[src/rtl/wu_inst_buffer_if.sv]
// wu_inst_buffer_if: memory read-data, decoder handshake and fetch/control signals of the WU instruction buffer
interface wu_inst_buffer_if #(
  parameter int DATA_W = 64,
  parameter int DEPTH  = 8
);
  logic              wum__wub__valid;
  logic [DATA_W-1:0] wum__wub__data;
  logic              mcntl__wub__flush;
  logic              wub__dec__valid;
  logic [DATA_W-1:0] wub__dec__data;
  logic              dec__wub__ready;
  logic              wub__wuf__stall;
  logic [$clog2(DEPTH):0] wub__mcntl__count;
  logic              wub__mcntl__overflow;
  modport master (
    output wum__wub__valid, wum__wub__data, mcntl__wub__flush, dec__wub__ready,
    input  wub__dec__valid, wub__dec__data, wub__wuf__stall, wub__mcntl__count, wub__mcntl__overflow
  );
  modport slave (
    input  wum__wub__valid, wum__wub__data, mcntl__wub__flush, dec__wub__ready,
    output wub__dec__valid, wub__dec__data, wub__wuf__stall, wub__mcntl__count, wub__mcntl__overflow
  );
endinterface

[src/rtl/wu_inst_buffer.sv]
// wu_inst_buffer: show-ahead FIFO between WU memory and decoder with early fetch stall and post-flush blanking
module wu_inst_buffer #(
  parameter int DATA_W      = 64,
  parameter int DEPTH       = 8,
  parameter int SKID        = 4,
  parameter int FLUSH_BLANK = 3
) (
  input logic clk,
  input logic reset_poweron_n,
  wu_inst_buffer_if.slave bus
);
  localparam int AW = $clog2(DEPTH);
  localparam int CW = AW + 1;
  localparam int BW = FLUSH_BLANK > 0 ? $clog2(FLUSH_BLANK + 1) : 1;
  logic [DATA_W-1:0] mem [DEPTH];
  logic [AW-1:0] wr_ptr, rd_ptr;
  logic [CW-1:0] count, count_next;
  logic [BW-1:0] blank_cnt;
  logic flush, blank, take, pop_raw, pop, full, push, drop, stall, overflow;
  // pop_raw (handshake ignoring flush) decides whether a full FIFO can still take a word
  always_comb begin
    flush = bus.mcntl__wub__flush;
    blank = blank_cnt != '0;
    take = bus.wum__wub__valid & ~blank & ~flush;
    pop_raw = (count != '0) & bus.dec__wub__ready;
    pop = pop_raw & ~flush;
    full = count == CW'(DEPTH);
    push = take & (~full | pop_raw);
    drop = take & full & ~pop_raw;
    count_next = flush ? '0 : count + CW'(push) - CW'(pop);
  end
  always_ff @(posedge clk) begin
    if (!reset_poweron_n) begin
      wr_ptr <= '0;
      rd_ptr <= '0;
      count <= '0;
      blank_cnt <= '0;
      stall <= 1'b0;
      overflow <= 1'b0;
    end else begin
      wr_ptr <= flush ? '0 : wr_ptr + AW'(push);
      rd_ptr <= flush ? '0 : rd_ptr + AW'(pop);
      count <= count_next;
      blank_cnt <= flush ? BW'(FLUSH_BLANK) : blank ? blank_cnt - BW'(1) : blank_cnt;
      stall <= count_next >= CW'(DEPTH - SKID);
      overflow <= overflow | drop;
    end
  end
  always_ff @(posedge clk) if (push) mem[wr_ptr] <= bus.wum__wub__data;
  assign bus.wub__dec__valid = count != '0;
  assign bus.wub__dec__data = mem[rd_ptr];
  assign bus.wub__wuf__stall = stall;
  assign bus.wub__mcntl__count = count;
  assign bus.wub__mcntl__overflow = overflow;
endmodule

[src/flat_wrapper.sv]
// flat-port wrapper written by rule: the top's interface ports become plain ports
module wu_inst_buffer_flat 
#(
  parameter int DATA_W      = 64,
  parameter int DEPTH       = 8,
  parameter int SKID        = 4,
  parameter int FLUSH_BLANK = 3
)
  (clk, reset_poweron_n, bus_wum__wub__valid, bus_wum__wub__data, bus_mcntl__wub__flush, bus_dec__wub__ready, bus_wub__dec__valid, bus_wub__dec__data, bus_wub__wuf__stall, bus_wub__mcntl__count, bus_wub__mcntl__overflow);
  wu_inst_buffer_if #(.DATA_W(DATA_W), .DEPTH(DEPTH)) bus_i ();
  input logic clk;
  input logic reset_poweron_n;
  input wire logic [$bits(bus_i.wum__wub__valid)-1:0] bus_wum__wub__valid;
  input wire logic [$bits(bus_i.wum__wub__data)-1:0] bus_wum__wub__data;
  input wire logic [$bits(bus_i.mcntl__wub__flush)-1:0] bus_mcntl__wub__flush;
  input wire logic [$bits(bus_i.dec__wub__ready)-1:0] bus_dec__wub__ready;
  output wire logic [$bits(bus_i.wub__dec__valid)-1:0] bus_wub__dec__valid;
  output wire logic [$bits(bus_i.wub__dec__data)-1:0] bus_wub__dec__data;
  output wire logic [$bits(bus_i.wub__wuf__stall)-1:0] bus_wub__wuf__stall;
  output wire logic [$bits(bus_i.wub__mcntl__count)-1:0] bus_wub__mcntl__count;
  output wire logic [$bits(bus_i.wub__mcntl__overflow)-1:0] bus_wub__mcntl__overflow;
  assign bus_i.wum__wub__valid = bus_wum__wub__valid;
  assign bus_i.wum__wub__data = bus_wum__wub__data;
  assign bus_i.mcntl__wub__flush = bus_mcntl__wub__flush;
  assign bus_i.dec__wub__ready = bus_dec__wub__ready;
  assign bus_wub__dec__valid = bus_i.wub__dec__valid;
  assign bus_wub__dec__data = bus_i.wub__dec__data;
  assign bus_wub__wuf__stall = bus_i.wub__wuf__stall;
  assign bus_wub__mcntl__count = bus_i.wub__mcntl__count;
  assign bus_wub__mcntl__overflow = bus_i.wub__mcntl__overflow;
  wu_inst_buffer #(.DATA_W(DATA_W), .DEPTH(DEPTH), .SKID(SKID), .FLUSH_BLANK(FLUSH_BLANK)) u_core (.clk(clk), .reset_poweron_n(reset_poweron_n), .bus(bus_i));
endmodule
[config.mk]
export PLATFORM = sky130hd
export DESIGN_NAME = wu_inst_buffer_flat
export DESIGN_NICKNAME = d
export VERILOG_FILES = /design/src/rtl/wu_inst_buffer_if.sv /design/src/rtl/wu_inst_buffer.sv /design/src/flat_wrapper.sv
export SDC_FILE = /design/constraint.sdc
export NUM_CORES = 1
export LEC_CHECK = 0
export CAP_MARGIN = 25
export CORE_MARGIN = 2
export CORE_UTILIZATION = 54
export DETAILED_ROUTE_END_ITERATION = 8
export GPL_ROUTABILITY_DRIVEN = 0
export PLACE_DENSITY = 0.74
export SKIP_LAST_GASP = 1
export SLEW_MARGIN = 20
export SYNTH_ARGS = -nofsm -noshare
export SYNTH_HDL_FRONTEND = slang
export SYNTH_SLANG_ARGS = --single-unit
[constraint.sdc]
create_clock -name clk -period 14.4 [get_ports clk]
set_clock_uncertainty 0.05 [all_clocks]
set_input_delay 4.32 -clock clk [delete_from_list [all_inputs] [get_ports clk]]
set_output_delay 4.32 -clock clk [all_outputs]
set_load 0.01 [all_outputs]
==> results of run 1 <==
cell usage in the layout, fill, tap and decap left out, types with 4 or more instances in the layout:
cell type,netlist,routed
clkdlybuf4s50_1,0,139
mux4_2,128,128
xnor2_1,6,6
buf_4,3,18
clkbuf_1,16,9
clkbuf_16,0,53
nand2_1,195,195
nand2b_1,4,4
dfxtp_1,14,11
and2_1,6,6
clkinv_2,0,10
bufinv_16,0,4
inv_1,8,7
clkinv_1,0,14
clkinvlp_4,0,5
edfxtp_1,512,512
nor2_1,8,7
ha_1,9,9
worst max-delay path: cells and delay by family, from the launching register on:
kind	cells	cell delay, ns
buf+inv	3	1.54
flops	1	0.66
mux	1	0.59
simple gates	2	0.18
cells by family (layout without fill, tap and decap cells):
logic type      after synthesis  in the layout  share of synthesized area
simple gates                229            229                    0.04669
other cells                   0              1                          0
buf+inv                      51            263                    0.01523
flops                       526            526                     0.7809
compound gates                8              8                   0.003058
fa+ha+maj                    10             10                   0.006616
mux                         130            130                     0.1449
xor+xnor                      6              6                   0.002621
power breakdown:
group	total (mW)	internal (mW)	switching [mW]
Combinational	0.100	0.0485	0.0517
Sequential	1.69	1.69	0.00272
Clock	1.28	0.742	0.535
Total	3.07	2.48	0.589
stage by stage:
step,setup slack [ns],std cells,utilization
CTS,6.308,1638,0.6442
floorplan,2.321,960,-
global route,6.139,1640,0.6455
global placement,6.705,1542,0.5992
detailed placement,6.909,1543,0.6000
finish,6.470,1641,0.6456
sequential cells by signal, indices dropped and copies added (netlist names):
| name | count |
|---|---|
| u_core.blank_cnt | 2 |
| u_core.bus.wub__mcntl__overflow | 1 |
| u_core.bus.wub__wuf__stall | 1 |
| u_core.bus.wub__mcntl__count | 4 |
| u_core.mem | 512 |
| u_core.wr_ptr | 3 |
| u_core.rd_ptr | 3 |
layout make-up:
cell class	instances	area, µm²	share of cell area
repair buffers	160	1602	0.06776
multi-input cells	383	4131	0.1748
well taps	468	585.6	0.02477
flip-flops and latches	526	15660	0.6627
inverters	8	30.03	0.001271
clock inverters	33	260.3	0.01101
diodes	1	2.502	0.0001059
clock buffers	62	1360	0.05754
path summary, 6_finish.rpt:
kind / end / slack [ns] / depth (start not counted)
max: bus_wub__dec__data[42] / 6.47 / 6
min: u_core.bus.wub__mcntl__overflow$_SDFF_PN0_ / 0.41 / 2
max reg2reg: u_core.mem[5][39]$_DFFE_PP_ / 11.45 / 7
min reg2reg: u_core.bus.wub__mcntl__overflow$_SDFF_PN0_ / 0.41 / 2
layer usage:
metal  wire length [µm]  up-vias  part of all wire  GRT usage
li1                   -     4189                 -          -
met5                  0        -                 0          0
met3               2026       55             0.053    0.03782
met1              16360     4925              0.43     0.2816
met2              19230      227              0.50     0.3388
met4                651        0             0.017    0.05180
==> reports/metrics.yaml, run 1 <==
status: "finished clean"
dp_hpwl_mm: 20.00
drtIter0Drc: 617
cts_root_buf: "clkbuf_16"
hold_slack_ns: 0.4070
syn_nets: 1039
cts_resized: 0
drt-vias-per-instance: 5.726
clock.fmax_ghz: 0.1261
yosys-top-cells-count: "edfxtp_1 (512), nand2_1 (195), mux4_2 (128), clkbuf_1 (16), dfxtp_1 (14)"
async_reset_ff_frac: 0
fin_crit_sh: 0.5507
dr.pass1.iters: 5
io_pins: 140
place_area_um2: 21960
htreeDepth: 2
yosysUniqueCellTypes: 34
wl_per_cell_um: 23.32
ctsLongestPathBuffers: 3
synth-warning-count: 0
clk_pin_slew_ns: 0.06
grt_use_total: 0.2029
ant_nets: 0
critPathLaunch: "u_core.rd_ptr[1]$_SDFF_PP0_"
setup_viol: 0
cp_max_fo: 44
maxCapViolations: 0
fin_nets: 1210
syn_avg_cell_area_um2: 20.88
arrival_ns: 3.56
cp-end-kind: "output pin"
initial_core_util: 0.5476
cp-start-kind: "flop"
yosysMostFrequentCell: "edfxtp_1"
via_count: 9396
final_area_um2: 23640
yosys-top-cells-area: "edfxtp_1 (77%), mux4_2 (14%), nand2_1 (3.7%)"
synth_flop_cell: "edfxtp_1"
cts_num_sinks: 526
slowest_stage: "buf_4"
area_growth_pct: 17.90
antenna_found_initial: 1
hold_buffers: 0
fill_cells: 2458
min_period_ns: 7.930
core_area_um2: 36610
cp_cell_sequence: "buf_16 -> buf_4 -> mux4_2 -> nand2_1 -> nand2_1 -> clkdlybuf4s50_1"
cts_buffers: 52
vdd_ir_drop_max_uv: 97.55
cts_setup_buffers: 0
tritoncts: "yes"
synth_seq_cells: 526
slew_headroom: 0.3391
first_global_vias: 9869
p_total_mw: 3.069
hold_violations: 0
worstSetupPathType: "reg2out"
hp-start: "u_core.bus.wub__mcntl__overflow$_SDFF_PN0_"
dieWidth_um: 196.7
grt_max_degree: 74
synth_top_cell_area_share: 0.7669
setup-tns-final_ns: 0
drt_drc_violations_left: 0
synth-edff-count: 512
tightest_slew_ns: 0.9913
final_layout_size_suffix_gt1_frac: 0.2014
powerDensity_nw_per_um2: 129.8
syn_inst: 960
die_height_um: 196.7
rows: 70
die-area_um2: 38680
min_path_type: "reg2reg"
synth.largest_area_cell: "edfxtp_1"
cellLeakagePower_nw: 7.555
critPathRequiredTime_ns: 10.03
grt-ovfl-total: 0
synthesis.area_um2: 20050
grt_pass1_wl_mm: 58.46
rsz0062_at_grt: "false"
finalMaxSlewViolations: 0
drt_wl_total_mm: 38.26
ys_seq_area_frac: 0.7809
path_common_cell: "nand2_1"
slowest_delay_ns: 0.73
portBuffers: 139
r2r-start: "u_core.bus.wub__mcntl__count[2]$_SDFF_PN0_"
insertion_delay_ns: 0.55
No activity file was read; power rests on OpenSTA's default activity.
==> run 2: changes to the inputs <==
==> constraint.sdc (replaced) <==
create_clock -name clk -period 8.2 [get_ports clk]
set_clock_uncertainty 0.05 [all_clocks]
set_input_delay 2.46 -clock clk [delete_from_list [all_inputs] [get_ports clk]]
set_output_delay 2.46 -clock clk [all_outputs]
set_load 0.01 [all_outputs]
==> run 2 against run 1 <==
First-iteration DRC count is 11% higher. Via count increased by 1.0%. Register-to-register slack worse by 6.3 ns. Clock power increased by 72%. Wire length rose by 2.5%. Die area is the same. Sequential share of layout area up 0.23 points. Power up 74%. Final cell count is 0.30% lower. Critical endpoint is now bus_wub__dec__data[40]. Largest cell class unchanged. Largest power group unchanged.
==> reports/metrics.yaml, run 2 (synthesized netlist as in run 1, its figures left out) <==
status: "finished clean"
hold_buffers: 0  # unchanged
layout_common_cells: "edfxtp_1 (512), nand2_1 (195), clkdlybuf4s50_1 (139), mux4_2 (128), clkbuf_16 (52)"
cts_resized: 0  # unchanged
drt_drc_violations_left: 0  # unchanged
cp_max_fo: 41  # -6.8%
fin_crit_sh: 0.7210
rsz0062_at_grt: "false"
portBuffers: 139  # unchanged
r2r_slack_ns: 5.17  # -6.28 ns
final_common_cell: "edfxtp_1"
fill_cells: 2472  # +0.57%
path_common_cell: "nand2_1"
clock.fmax_ghz: 0.1691
via_count: 9493  # +1.0%
worstSetupPathType: "reg2out"
clk_pin_slew_ns: 0.06  # about the same
grt_pass1_wl_mm: 59.35  # +1.5%
largest_reg_flops: 512  # unchanged
dp_hpwl_mm: 20.68  # +3.4%
grt-ovfl-total: 0  # unchanged
die-area_um2: 38680  # unchanged
hp-start: "u_core.bus.wub__mcntl__overflow$_SDFF_PN0_"
finalMaxSlewViolations: 0  # unchanged
dieWidth_um: 196.7  # unchanged
fin_nets: 1207  # -0.25%
io_pins: 140  # unchanged
tightest_slew_ns: 0.8585  # -0.1328 ns
min_path_type: "reg2reg"
critPathLaunch: "u_core.rd_ptr[1]$_SDFF_PP0_"
slowest_delay_ns: 0.89  # +0.16 ns
dr.pass1.iters: 7  # +2
first_global_vias: 9924  # +0.56%
htreeDepth: 2  # unchanged
utilization: 0.6434  # -0.002153
r2r-start: "u_core.bus.wub__mcntl__count[2]$_SDFF_PN0_"
final_layout_size_suffix_gt1_frac: 0.1954  # -0.005992
antenna_found_initial: 1  # unchanged
wl_per_cell_um: 23.97  # +2.8%
tritoncts: "yes"
cts_buffers: 51  # -1.9%
insertion_delay_ns: 0.56  # about the same
die_height_um: 196.7  # unchanged
ctsLongestPathBuffers: 3  # unchanged
arrival_ns: 3.40  # -0.16 ns
rr_worst_depth: 7  # unchanged
hold_violations: 0  # unchanged
drt-vias-per-instance: 5.803  # +1.3%
setup-tns-final_ns: 0  # unchanged
drtIter0Drc: 687  # +11%
largest_register: "u_core.mem"
initial_core_util: 0.5476  # unchanged
powerDensity_nw_per_um2: 227.1  # +75%
min_period_ns: 5.912
grt_max_degree: 61  # -18%
hold_slack_ns: 0.4341  # +0.02714 ns
cellLeakagePower_nw: 7.518  # -0.48%
cp-end-kind: "output pin"
area_growth_pct: 17.51
maxCapViolations: 0  # unchanged
drt_wl_total_mm: 39.22  # +2.5%
ant_nets: 0  # unchanged
cp-start-kind: "flop"
cts_num_sinks: 526  # unchanged
cts_setup_buffers: 0  # unchanged
cp_cell_sequence: "buf_4 -> mux4_2 -> nand2_1 -> nand2_1 -> clkdlybuf4s50_1"
cts_root_buf: "clkbuf_16"
critPathRequiredTime_ns: 5.69  # -4.34 ns
vdd_ir_drop_max_uv: 164.9  # +69%
rows: 70  # unchanged
slowest_stage: "dfxtp_4"
slew_headroom: 0.4277  # +0.08854
worst_r2r_endpoint: "u_core.mem[1][5]$_DFFE_PP_"
core_area_um2: 36610  # unchanged
setup_viol: 0  # unchanged
endpoint: "bus_wub__dec__data[40]"
grt_use_total: 0.2068  # +0.003946
## run 2: cell count changes in the layout (fill, tap and decap cells not counted), sizes merged
| cell | before | now |
|---|---|---|
| clkinv | 24 | 23 |
| clkbuf | 62 | 64 |
| bufinv | 4 | 3 |
| clkinvlp | 5 | 1 |
| inv | 8 | 9 |
| buf | 21 | 19 |
## run 2: area by class of cell
class | count | area, µm² | area share
Sequential cell | 526 | 15670 | 0.6651
Multi-Input combinational cell | 383 | 4140 | 0.1758
Inverter | 8 | 30.03 | 0.001275
Tap cell | 468 | 585.6 | 0.02486
Antenna cell | 1 | 2.502 | 0.0001062
Timing Repair Buffer | 158 | 1567 | 0.06650
Clock buffer | 64 | 1346 | 0.05715
Clock inverter | 28 | 219.0 | 0.009295
## run 2: worst min-delay path by stage
| stage | to | slack, ns | cells after the start |
|---|---|---|---|
| detailed placement | u_core.bus.wub__mcntl__overflow$_SDFF_PN0_ | 0.42 | 2 |
| global route | u_core.bus.wub__mcntl__overflow$_SDFF_PN0_ | 0.45 | 2 |
| finish | u_core.bus.wub__mcntl__overflow$_SDFF_PN0_ | 0.43 | 2 |
| floorplan | u_core.bus.wub__mcntl__overflow$_SDFF_PN0_ | 0.43 | 2 |
| CTS | u_core.bus.wub__mcntl__overflow$_SDFF_PN0_ | 0.44 | 2 |
| global placement | u_core.bus.wub__mcntl__overflow$_SDFF_PN0_ | 0.41 | 2 |
## run 2: where the power goes
group	leakage [nW]	internal (mW)	switching [mW]
Sequential	4.73	2.97	0.00581
Clock	0.762	1.25	0.949
Combinational	2.03	0.0852	0.0913
Total	7.52	4.30	1.05
## run 2: worst max-delay path: cells and delay by family (launching register included)
family	cells	cell delay, ns
DFF	1	0.89
muxes	1	0.59
and+or+nand+nor	2	0.19
buffers and inverters	2	1.14
## run 2: metal layers
metal | GRT usage | wire length [µm] | up-vias
met1 | 0.2874 | 16590 | 4973
met2 | 0.3465 | 19620 | 274
li1 | - | - | 4185
met3 | 0.03593 | 2280 | 61
met4 | 0.05402 | 729 | 0
met5 | 0 | 0 | -
## run 2: through the flow
stage               power (mW)  cell area (µm²)  worst slack, ns  cells
floorplan                3.090            20050           -1.998    960
detailed placement       3.206            21990            2.748   1543
CTS                      5.386            23550            2.147   1635
finish                   5.350            23560            2.288   1636
global route             5.501            23550            2.026   1635
global placement         3.200            21960            2.791   1542
==> run 3: changes to the inputs <==
--- a/config.mk
+++ b/config.mk
@@ -7,10 +7,10 @@
 export LEC_CHECK = 0
 export CAP_MARGIN = 25
 export CORE_MARGIN = 2
-export CORE_UTILIZATION = 54
+export CORE_UTILIZATION = 53
 export DETAILED_ROUTE_END_ITERATION = 8
 export GPL_ROUTABILITY_DRIVEN = 0
-export PLACE_DENSITY = 0.74
+export PLACE_DENSITY = 0.76
 export SKIP_LAST_GASP = 1
 export SLEW_MARGIN = 20
 export SYNTH_ARGS = -nofsm -noshare
==> constraint.sdc (replaced) <==
create_clock -name clk -period 5.1 [get_ports clk]
set_clock_uncertainty 0.05 [all_clocks]
set_input_delay 1.53 -clock clk [delete_from_list [all_inputs] [get_ports clk]]
set_output_delay 1.53 -clock clk [all_outputs]
set_load 0.01 [all_outputs]
==> run 3 against run 2 <==
Critical path depth unchanged. Power increased by 59%. Wire length decreased by 2.4%. Global-route usage decreased by 0.52 points. Flip-flop and latch count unchanged. Highest routed layer is now met5. Clock power increased by 57%. Critical path type unchanged.
==> reports/metrics.yaml, run 3 (synthesized netlist as in run 1, its figures left out) <==
status: "finished clean"
via_count: 9372  # -1.3%
min_path_type: "reg2reg"
min_period_ns: 4.435
drtIter0Drc: 681  # -0.87%
portBuffers: 139  # unchanged
grt_max_degree: 65  # +6.6%
finalMaxSlewViolations: 0  # unchanged
area_growth_pct: 18.59
utilization: 0.6341  # -0.009301
cellLeakagePower_nw: 7.561  # +0.56%
ctsLongestPathBuffers: 3  # unchanged
powerDensity_nw_per_um2: 358.2  # +58%
largest_reg_flops: 512  # unchanged
cp-end-kind: "output pin"
slew_headroom: 0.4686  # +0.04097
fill_cells: 2561  # +3.6%
fin_nets: 1212  # +0.41%
insertion_delay_ns: 0.57  # about the same
min_path_cells: 2  # unchanged
final_common_cell: "edfxtp_1"
arrival_ns: 2.85  # -0.55 ns
cts_root_buf: "clkbuf_16"
htreeDepth: 2  # unchanged
tritoncts: "yes"
antenna_found_initial: 3  # +2
hold_buffers: 0  # unchanged
drt-vias-per-instance: 5.569  # -4.0%
rows: 71  # +1.4%
critPathRequiredTime_ns: 3.52  # -2.17 ns
grt_use_total: 0.2016  # -0.005226
vdd_ir_drop_max_uv: 333.2  # +100%
clock.fmax_ghz: 0.2255
cp_max_fo: 40  # -2.4%
worst-path-stages: 5  # unchanged
cts_buffers: 51  # unchanged
rsz0062_at_grt: "false"
dieWidth_um: 198.5  # +0.92%
setup_viol: 0  # unchanged
initial_core_util: 0.5347  # -0.01283
tightest_slew_ns: 0.7971  # -0.06145 ns
io_pins: 140  # unchanged
ant_nets: 0  # unchanged
cts_num_sinks: 526  # unchanged
core_area_um2: 37490  # +2.4%
largest_register: "u_core.mem"
critPathBufInv: 2  # unchanged
cts_setup_buffers: 0  # unchanged
worstSetupPathType: "reg2out"
drt_wl_total_mm: 38.27  # -2.4%
place_area_um2: 22240  # +1.2%
critical-path-top-delay-family: "buffers and inverters"
final_area_um2: 23770  # +0.92%
clk_pin_slew_ns: 0.06  # about the same
fin_crit_sh: 0.8696
grt-ovfl-total: 0  # unchanged
hold_violations: 0  # unchanged
dp_hpwl_mm: 20.50  # -0.84%
cp_cell_sequence: "buf_4 -> mux4_2 -> nand2_1 -> nand2_1 -> clkdlybuf4s50_1"
drt_drc_violations_left: 0  # unchanged
grt_pass1_wl_mm: 57.63  # -2.9%
layout_common_cells: "edfxtp_1 (512), nand2_1 (195), clkdlybuf4s50_1 (139), mux4_2 (128), clkbuf_16 (51)"
final_layout_size_suffix_gt1_frac: 0.1998  # +0.004456
die-area_um2: 39400  # +1.8%
maxCapViolations: 0  # unchanged
first_global_vias: 9822  # -1.0%
cp-start-kind: "flop"
die_height_um: 198.5  # +0.92%
dr.pass1.iters: 5  # -2
path_common_cell: "nand2_1"
cts_resized: 0  # unchanged
slowest_delay_ns: 0.80  # -0.09 ns
slowest_stage: "dfxtp_4"
rr_worst_depth: 7  # unchanged
wl_per_cell_um: 22.74  # -5.1%
-- run 3: where the power goes --
| part | internal (mW) | total (mW) | leakage, nW | switching (mW) |
|---|---|---|---|---|
| logic | 0.139 | 0.287 | 2.08 | 0.148 |
| registers | 4.77 | 4.78 | 4.73 | 0.00974 |
| clock network | 1.94 | 3.45 | 0.751 | 1.51 |
| total | 6.85 | 8.52 | 7.56 | 1.67 |
-- run 3: final cells by class --
class	instances	area (µm²)	area share
tap	511	639.4	0.02689
clock inverter	28	205.2	0.008632
clock buffer	63	1321	0.05558
antenna	1	2.502	0.0001053
timing repair buffer	163	1734	0.07295
inverter	8	31.28	0.001316
sequential	526	15670	0.6590
multi-input combinational	383	4173	0.1755
-- run 3: tightest hold or removal path, cell delays in order, from the launching register on --
cell and delay [ns]:
dfxtp_1 0.33, nand2_1 0.05, o31ai_1 0.05
-- run 3: worst paths after layout --
kind / start / end / slack [ns]
hold / removal: u_core.bus.wub__mcntl__overflow$_SDFF_PN0_ / u_core.bus.wub__mcntl__overflow$_SDFF_PN0_ / 0.41
setup reg to reg: u_core.bus.wub__mcntl__count[2]$_SDFF_PN0_ / u_core.mem[6][39]$_DFFE_PP_ / 2.45
setup / recovery: u_core.rd_ptr[2]$_SDFF_PP0_ / bus_wub__dec__data[14] / 0.67
hold reg to reg: u_core.bus.wub__mcntl__overflow$_SDFF_PN0_ / u_core.bus.wub__mcntl__overflow$_SDFF_PN0_ / 0.41
-- run 3: layer usage --
metal | part of all wire | track usage | vias up
met1 | 0.41 | 0.2642 | 4862
met3 | 0.059 | 0.03679 | 56
met5 | 0.00071 | 0 | -
li1 | - | - | 4184
met2 | 0.52 | 0.3501 | 266
met4 | 0.019 | 0.05694 | 4
-- run 3: through the flow --
step	hold slack [ns]	power, mW	setup WS, ns	TNS, ns	instances
2_1_floorplan	0.4350	4.967	-0.9859	-193.29	960
3_3_place_gp	0.4119	5.148	1.021	0	1591
3_5_place_dp	0.4058	5.158	0.9681	0	1591
4_1_cts	0.4208	8.588	0.6069	0	1682
5_1_grt	0.4474	8.787	0.5433	0	1683
6_report	0.4143	8.516	0.6652	0	1683
